<file path="src/rtl/issue_scoreboard_pkg.sv">
// pipeline_types: shared types and constants for the issue scoreboard.
//   sb_stall_t  - stall reason encoding driven on stall_reason
//   div_state_t - divider occupancy FSM states
//   SB_CNT_MAX  - saturation value of the per-register pending counters
`timescale 1ns/1ps
package pipeline_types;

  typedef enum logic [1:0] {
    SB_NONE     = 2'd0,
    SB_RAW      = 2'd1,
    SB_WAW_SAT  = 2'd2,
    SB_DIV_BUSY = 2'd3
  } sb_stall_t;

  typedef enum logic [1:0] {
    DIV_IDLE = 2'd0,
    DIV_BUSY = 2'd1,
    DIV_DONE = 2'd2
  } div_state_t;

  localparam logic [1:0] SB_CNT_MAX = 2'd3;

endpackage

</file>
<file path="src/rtl/issue_scoreboard_div_fsm.sv">
// div_busy_fsm: divider occupancy tracker.
//   clk, rst (async, active-low)
//   start - a divide fires this cycle
//   flush - abandon any divide in flight
//   busy  - divider occupied, a new divide must wait
//   done  - one-cycle pulse when occupancy ends
//
// state    | meaning
// DIV_IDLE | divider free
// DIV_BUSY | divide in flight, down-counter running
// DIV_DONE | last occupancy cycle, done pulses, new divide may fire
`timescale 1ns/1ps
module div_busy_fsm
  import pipeline_types::*;
#(
  parameter int DIV_LATENCY = 8
) (
  input  logic clk,
  input  logic rst,
  input  logic start,
  input  logic flush,
  output logic busy,
  output logic done
);

  // BUSY spans DIV_LATENCY-1 cycles and the counter exits at 0, hence the -2.
  localparam logic [4:0] LOAD_VAL = 5'(DIV_LATENCY - 2);

  div_state_t state, state_next;
  logic [4:0] cnt, cnt_next;

  always_ff @(posedge clk or negedge rst) begin
    if (!rst) begin
      state <= DIV_IDLE;
      cnt   <= '0;
    end else begin
      state <= state_next;
      cnt   <= cnt_next;
    end
  end

  always_comb begin
    state_next = state;
    cnt_next   = cnt;
    case (state)
      DIV_IDLE: begin
        if (start) begin
          state_next = DIV_BUSY;
          cnt_next   = LOAD_VAL;
        end
      end
      DIV_BUSY: begin
        if (cnt == 5'd0) state_next = DIV_DONE;
        else             cnt_next   = cnt - 5'd1;
      end
      DIV_DONE: begin
        if (start) begin
          state_next = DIV_BUSY;
          cnt_next   = LOAD_VAL;
        end else begin
          state_next = DIV_IDLE;
        end
      end
      default: state_next = DIV_IDLE;
    endcase
    if (flush) begin
      state_next = DIV_IDLE;
      cnt_next   = '0;
    end
  end

  assign busy = (state == DIV_BUSY);
  assign done = (state == DIV_DONE);

endmodule

</file>
<file path="src/rtl/issue_scoreboard.sv">
// issue_scoreboard: dispatch-stage hazard controller for long-latency writes
// (loads, ll.w/sc.w, divides) and divider occupancy.
//   clk, rst (async, active-low)
//   issue_*         - instruction offered by dispatch this cycle
//   wb_valid/addr   - long-latency writeback this cycle
//   flush           - kill everything in flight
//   stall           - dispatch must hold; stall_reason says why
//   pending_vec     - registers with an outstanding long write
//   div_done        - divider occupancy end pulse
//   perf_*_cycles   - stall cycle counters, present only with
//                     SCOREBOARD_PERF_EN defined (tied to 0 otherwise)
`timescale 1ns/1ps
module issue_scoreboard
  import pipeline_types::*;
#(
  parameter int DIV_LATENCY = 8
) (
  input  logic        clk,
  input  logic        rst,
  input  logic        issue_valid,
  input  logic        issue_rs1_en,
  input  logic        issue_rs2_en,
  input  logic [4:0]  issue_rs1_addr,
  input  logic [4:0]  issue_rs2_addr,
  input  logic        issue_rd_en,
  input  logic [4:0]  issue_rd_addr,
  input  logic        issue_long,
  input  logic        issue_div,
  input  logic        wb_valid,
  input  logic [4:0]  wb_addr,
  input  logic        flush,
  output logic        stall,
  output logic [1:0]  stall_reason,
  output logic [31:0] pending_vec,
  output logic        div_done,
  output logic [31:0] perf_raw_cycles,
  output logic [31:0] perf_div_cycles
);

  logic [31:0][1:0] cnt;
  logic [31:0]      inc_vec, dec_vec;
  logic             fire, div_busy, inc_en, dec_en;
  logic             rs1_pend, rs2_pend, waw_sat;
  sb_stall_t        reason;

  assign fire    = issue_valid && !stall && !flush;
  assign inc_en  = fire && issue_rd_en && issue_long && (issue_rd_addr != 5'd0);
  assign dec_en  = wb_valid && (wb_addr != 5'd0);
  assign inc_vec = inc_en ? (32'd1 << issue_rd_addr) : 32'd0;
  assign dec_vec = dec_en ? (32'd1 << wb_addr) : 32'd0;

  // r0 is only ever written by reset/flush, so it stays 0.
  always_ff @(posedge clk or negedge rst) begin
    if (!rst) begin
      cnt <= '0;
    end else if (flush) begin
      cnt <= '0;
    end else begin
      for (int i = 1; i < 32; i++) begin
        if (inc_vec[i] && !dec_vec[i] && cnt[i] != SB_CNT_MAX)
          cnt[i] <= cnt[i] + 2'd1;
        else if (dec_vec[i] && !inc_vec[i] && cnt[i] != 2'd0)
          cnt[i] <= cnt[i] - 2'd1;
      end
    end
  end

  underflow_chk: assert property (@(posedge clk) disable iff (!rst)
    !(dec_en && !flush && cnt[wb_addr] == 2'd0));

  always_comb begin
    pending_vec = '0;
    for (int i = 0; i < 32; i++) pending_vec[i] = (cnt[i] != 2'd0);
  end

  // A last outstanding write retiring this cycle is bypassed to the consumer.
  always_comb begin
    rs1_pend = issue_rs1_en && (issue_rs1_addr != 5'd0) && (cnt[issue_rs1_addr] != 2'd0) &&
               !(cnt[issue_rs1_addr] == 2'd1 && wb_valid && wb_addr == issue_rs1_addr);
    rs2_pend = issue_rs2_en && (issue_rs2_addr != 5'd0) && (cnt[issue_rs2_addr] != 2'd0) &&
               !(cnt[issue_rs2_addr] == 2'd1 && wb_valid && wb_addr == issue_rs2_addr);
    // A writeback to rd frees a slot in the same cycle, so the new write may enter.
    waw_sat  = issue_rd_en && issue_long && (cnt[issue_rd_addr] == SB_CNT_MAX) &&
               !(wb_valid && wb_addr == issue_rd_addr);
    reason = SB_NONE;
    if (issue_valid) begin
      if (issue_div && div_busy)    reason = SB_DIV_BUSY;
      else if (rs1_pend || rs2_pend) reason = SB_RAW;
      else if (waw_sat)             reason = SB_WAW_SAT;
    end
  end

  assign stall_reason = reason;
  assign stall        = (reason != SB_NONE);

  div_busy_fsm #(.DIV_LATENCY(DIV_LATENCY)) u_div_fsm (
    .clk   (clk),
    .rst   (rst),
    .start (fire && issue_div),
    .flush (flush),
    .busy  (div_busy),
    .done  (div_done)
  );

`ifdef SCOREBOARD_PERF_EN
  always_ff @(posedge clk or negedge rst) begin
    if (!rst) begin
      perf_raw_cycles <= '0;
      perf_div_cycles <= '0;
    end else begin
      if (reason == SB_RAW)      perf_raw_cycles <= perf_raw_cycles + 32'd1;
      if (reason == SB_DIV_BUSY) perf_div_cycles <= perf_div_cycles + 32'd1;
    end
  end
`else
  assign perf_raw_cycles = '0;
  assign perf_div_cycles = '0;
`endif

endmodule

</file>
<file path="config.mk">
export PLATFORM = sky130hd
export DESIGN_NAME = issue_scoreboard
export DESIGN_NICKNAME = d
export VERILOG_FILES = /design/src/rtl/issue_scoreboard_pkg.sv /design/src/rtl/issue_scoreboard_div_fsm.sv /design/src/rtl/issue_scoreboard.sv
export SDC_FILE = /design/constraint.sdc
export NUM_CORES = 1
export LEC_CHECK = 0
export BUFFER_PORTS_ARGS = -buffer_cell sky130_fd_sc_hd__buf_4
export CAP_MARGIN = 20
export CORE_ASPECT_RATIO = 0.75
export CORE_MARGIN = 5
export CORE_UTILIZATION = 58
export CTS_CLUSTER_SIZE = 30
export DETAILED_ROUTE_END_ITERATION = 8
export PLACE_DENSITY = 0.82
export SLEW_MARGIN = 20
export SYNTH_ARGS = -nofsm -noshare
export SYNTH_HDL_FRONTEND = slang
export SYNTH_SLANG_ARGS = --single-unit
</file>
<file path="constraint.sdc">
create_clock -name clk -period 3.54 [get_ports clk]
set_input_delay 0.177 -clock clk [delete_from_list [all_inputs] [get_ports clk]]
set_output_delay 0.177 -clock clk [all_outputs]
set_load 0.02 [all_outputs]
</file>
Word level (Yosys, flattened, before mapping)
Cells that the tools add are included.
{"block": "word_totals", "reg_bits": 69, "output_inout_bits": 100}
{"block": "op_classes", "shifts": 2, "add_sub_neg": 63, "n_reduce_logical": 289, "order_cmp": 3, "n_eq_ne": 43, "n_mux": 84}
{"cell": "logical AND 1 bit", "n": 146}
{"cell": "two-way mux 2 bit", "n": 72}
{"cell": "nonzero test 3 bit", "n": 32}
{"cell": "nonzero test 2 bit", "n": 34}
{"cell": "zero test 1 bit", "n": 67}
{"cell": "two-way mux 32 bit", "n": 2}
{"cell": "<< shifter 1 x 5 -> 32 bit, first input constant", "n": 2}
{"cell": "adder 2 x 1 -> 2 bit, second input constant", "n": 31}
{"cell": "two-way mux 62 bit", "n": 1}
{"cell": "!= test 2 bit, second input constant", "n": 31}
{"cell": "subtractor 2 x 1 -> 2 bit, second input constant", "n": 31}
{"cell": "binary-select mux 2 bit (select 5 bit)", "n": 3}
{"cell": "nonzero test 5 bit", "n": 4}
{"cell": "less-than comparator 5 x 6 -> 1 bit, second input constant", "n": 3}
{"cell": "equality test 5 bit", "n": 3}
{"cell": "two-way mux 5 bit", "n": 3}
{"cell": "case mux 5 bit (2 select lines)", "n": 1}
{"cell": "equality test 2 x 1 -> 1 bit, second input constant", "n": 3}
{"cell": "!= test 3 x 2 -> 1 bit, second input constant", "n": 2}
{"cell": "case mux 2 bit (3 select lines)", "n": 1}
{"cell": "zero test 5 bit", "n": 1}
{"cell": "subtractor 5 x 1 -> 5 bit, second input constant", "n": 1}
{"cell": "equality test 2 bit, second input constant", "n": 2}
{"cell": "!= test 3 x 1 -> 1 bit, second input constant", "n": 1}
{"cell": "other kinds (7)", "n": 7}

Longest topological paths before layout
{"block": "logic_depth", "word_depth": 25, "ltp_mapped": 13, "mapped_depth_nobuf": 10}

Hierarchy
A second synthesis with hierarchy kept.
{"block": "hier_totals", "hier_cells": 827, "hier_area_um2": 6827.8}
{"module": "issue_scoreboard", "cells_per_inst": 788, "seq_area_each_um2": 1551.5, "area_each_um2": 6443.7, "instances": 1}
{"module": "div_busy_fsm", "cells_per_inst": 39, "seq_area_each_um2": 175.2, "area_each_um2": 384.1, "instances": 1}

Worst setup path before layout
OpenSTA, ideal clock, no wires.
{"block": "synth_path", "path_kind": "flip-flop to output port", "from": "register cnt[46] in the netlist's numbering", "to": "output port stall", "required_time_ps": 3363, "n_path_buf": 4, "arrival_time_ps": 2681, "path_stages_with_launch": 11, "setup_slack_ps": 682, "path_cell_list": "dfrtp_1 -> clkbuf_1 -> mux4_2 -> a2111oi_1 -> a2111o_1 -> and4b_1 -> buf_4 -> buf_4 -> buf_2 -> o21ai_0 -> a31oi_1"}
{"block": "synth_via", "elab_chain_cells": 12}
{"item": "start, declared", "line_no": "issue_scoreboard.sv:40", "rtl": "logic [31:0][1:0] cnt;"}
{"item": "start signal, assigned by index", "line_no": "issue_scoreboard.sv:61", "rtl": "cnt[i] <= cnt[i] + 2'd1;"}
{"item": "start signal, assigned by index", "line_no": "issue_scoreboard.sv:63", "rtl": "cnt[i] <= cnt[i] - 2'd1;"}
{"item": "binary-select mux 2 bit (select 5 bit) (on tied branches)"}
{"item": "two-way mux 2 bit (on tied branches)"}
{"item": "equality test 2 x 1 -> 1 bit (on tied branches)", "line_no": "issue_scoreboard.sv:79, issue_scoreboard.sv:81"}
{"item": "logical AND 1 bit (on tied branches) (2 in a row)", "line_no": "issue_scoreboard.sv:79, issue_scoreboard.sv:81"}
{"item": "zero test 1 bit (on tied branches)", "line_no": "issue_scoreboard.sv:79, issue_scoreboard.sv:81"}
{"item": "logical AND 1 bit (on tied branches)", "line_no": "issue_scoreboard.sv:78, issue_scoreboard.sv:80"}
{"item": "logical OR 1 bit", "line_no": "issue_scoreboard.sv:88", "rtl": "else if (rs1_pend || rs2_pend) reason = SB_RAW;"}
{"item": "two-way mux 2 bit (*)", "line_no": "issue_scoreboard.sv:88"}
{"item": "two-way mux 2 bit (*)", "line_no": "issue_scoreboard.sv:87", "rtl": "if (issue_div && div_busy) reason = SB_DIV_BUSY;"}
{"item": "two-way mux 2 bit (*)", "line_no": "issue_scoreboard.sv:86", "rtl": "if (issue_valid) begin"}
{"item": "nonzero test 2 bit (*)", "line_no": "issue_scoreboard.sv:94", "rtl": "assign stall = (reason != SB_NONE);"}
{"item": "end, declared", "line_no": "issue_scoreboard.sv:32", "rtl": "output logic stall,"}
Mark *: on every way between the ends. The rest lies on a longest branch, timed or not. The select of a mux whose other input is x is not followed.

Worst setup path after layout
Same ends and word-level chain as after synthesis.

==> impl_metrics.csv <==
group,metric,value,unit
run_status,status,"finished with violations",
run_status,violations,"negative hold slack",
synth,synth.top_cells.by_area,"dfrtp_1 22%, buf_4 6.8%, mux4_2 6.4%",
power,design_power_total,0.00218,W
clock_tree,path_clk_slew,0.06,ns
synth,synthArstFlopShare,1.00,
die,initial_core_util,0.593,
worst_hold_path,hold_path.class,"in2async",
routing,first_pass_iters,8,
routing,vias_per_cell,6.93,
worst_setup_path,path_max_fanout,54,
placement,portBuffers,64,
sta,worst_pin_slew,1.03,ns
sta,fin_crit_sh,0.950,
global_route,track_usage,0.316,
placement,pre_cts_slack,0.412,ns
placement,place_area,0.00783,mm^2
clock_tree,hold_buffers,0,
global_route,grt_max_degree,96,
power,peakVddDrop,198,uV
synth,synth.area.mux_share,0.0952,
global_route,antenna_found_initial,0,
worst_setup_path,r2r_slack,0.39,ns
synth,synth_top_area_share,0.224,
power,pwr_density_cell,268,mW/mm^2
clock_tree,cts_sinks,69,
synth,synthCells,984,
worst_setup_path,critPathCaptureType,"primary output",
sta,finalMaxSlewViolations,0,
finish,diodes,0,
worst_setup_path,r2r_end,"cnt[5]",
power,p_leak,3.39,nW
die,die_width,143,um
finish,fin_nets,1007,
worst_setup_path,crit_arrival,3.18,ns
routing,drc,0,
sta,relSlewSlack,0.315,
routing,routed_wl,25200,um
routing,ant_nets,0,
sta,hold_slack,-0.0205,ns
clock_tree,max-clock-path-buffers,2,
synth,syn_avg_cell_area,7.82,um^2
synth,yosysSeqAreaShare,0.224,
synth,synth_top_family_by_area,"simple AND/OR/NAND/NOR gates",
clock_tree,post_cts_buffers,0,
job,cap_violations,0,
clock_tree,ctsResizeCount,0,
placement,dp_cells,1135,
routing,drt_iter0_drc,1531,
sta,tns,0,ns
sta,setup_viol,0,
synth,synth_simple_gate_area_frac,0.346,
placement,dp_hpwl,17900,um
finish,design_area,0.00813,mm^2
synth,yosys_warnings,0,
synth,synth_adder_area_share,0.00325,
die,die-height,110,um
die,core-area,0.0130,mm^2
worst_setup_path,reg2reg_from,"cnt[46]",
sta,period_minus_slack,3.36,ns
finish,instances_no_fill,1151,
synth,yosys.area.top_type,"dfrtp_1",
sta,rsz0062_at_grt,"no",
worst_setup_path,r2r_cells,8,
synth,dominantRegCellSynth,"dfrtp_1",
worst_setup_path,required,3.36,ns
sta,finClkSkew,0.00806,ns
placement,gp_congestion,0.996,
finish,fill_cells,1171,
die,row_count,36,
global_route,overflow,0,
global_route,grt_pass1_wl,39200,um
synth,synth-seq-cells,69,
sta,hold_violations,35,
synth,synth_compound_area_frac,0.168,
clock_tree,clk_latency,0.35,ns
clock_tree,clock-root-buffer,"clkbuf_16",
synth,synth_edf_count,0,
clock_tree,numCtsBuffers,9,
finish,drive_gt1_frac,0.152,
sta,fmax,297,MHz
finish,area_growth,5.73,%
worst_setup_path,crit_type,"reg2out",
clock_tree,cts_tree,"built",
routing,wire_per_inst,21.9,um
worst_setup_path,cp-start-kind,"register",
sta,finalWorstSetupSlack,0.178,ns
synth,synth.most_common_cell,"nor2_1",
synth,synth.distinct_cells,72,
routing,route.vias.total,7976,
die,dieArea,0.0157,mm^2
synth,synth_area,0.00769,mm^2
synth,ys_top_cells_by_count,"99 x nor2_1, 84 x nand2_1, 70 x buf_4, 69 x dfrtp_1, 62 x clkbuf_1",
global_route,grt_pass1_vias,7060,
synth,synth_xor_area_frac,0.0239,
clock_tree,htreeDepth,3,
die,io_pins,130,
==> worst max-delay path by stage <==
stage	from	endpoint
floorplan	cnt[46]	stall
global placement	issue_rs1_addr[0]	cnt[18]
detailed placement	issue_rs1_addr[0]	cnt[18]
CTS	cnt[44]	stall_reason[1]
global route	cnt[44]	stall_reason[1]
finish	cnt[46]	stall
==> final cells by class <==
| cell class | instances | area [um^2] | area share |
|---|---|---|---|
| clock inverters | 5 | 58.8 | 0.00723 |
| well taps | 171 | 214 | 0.0263 |
| multi-input cells | 778 | 5150 | 0.633 |
| clock buffers | 11 | 243 | 0.0298 |
| repair buffers | 78 | 598 | 0.0735 |
| flip-flops and latches | 69 | 1730 | 0.212 |
| inverters | 39 | 146 | 0.0180 |
==> through the flow <==
stage	hold WS (ns)	util
finish	-0.0205	0.627
global route	0.0558	0.627
CTS	0.0126	0.627
detailed placement	0.376	0.604
global placement	0.371	0.604
floorplan	-0.119	-
==> logic make-up after synthesis <==
| logic type | count (synthesis) |
|---|---|
| simple gates | 473 |
| xor+xnor | 21 |
| fa+ha+maj | 2 |
| mux | 43 |
| flops | 69 |
| compound gates | 174 |
| other cells | 1 |
| buf+inv | 201 |
==> per-layer routing <==
metal  vias to the layer above  track usage  part of all wire
met1                      3748        0.458              0.39
met2                       633        0.439              0.41
met5                         -            0                 0
met3                        92        0.127              0.17
met4                         0       0.0746             0.025
li1                       3503            -                 -
==> power breakdown <==
| group | switching [W] | total (W) | internal (W) | leakage (nW) |
|---|---|---|---|---|
| clock | 0.000371 | 0.000938 | 0.000566 | 0.142 |
| sequential | 0.00000411 | 0.000796 | 0.000792 | 0.964 |
| combinational | 0.000331 | 0.000450 | 0.000119 | 2.28 |
==> cells in the final DEF (no fill, tap or decap), types with 29 or more instances in the layout <==
| cell | instances |
|---|---|
| nand3_1 | 52 |
| nor2_1 | 99 |
| a21oi_1 | 29 |
| inv_1 | 38 |
| conb_1 | 65 |
| buf_4 | 77 |
| dfrtp_1 | 69 |
| nor3b_1 | 33 |
| nand2_1 | 84 |
==> worst max-delay path, stage by stage (launching register included) <==
cell and delay (ns):
dfrtp_1 0.49, mux4_2 0.51, a2111oi_1 0.52, a2111o_1 0.19
and4b_2 0.28, buf_12 0.25, o21ai_0 0.20, a31oi_1 0.21
buf_4 0.17
==> flip-flops by register name (all words and copies together), names as in the netlist <==
| signal | count |
|---|---|
| cnt | 62 |
| u_div_fsm.cnt | 5 |
| u_div_fsm.state | 2 |
(Power assumes the default switching activity.)
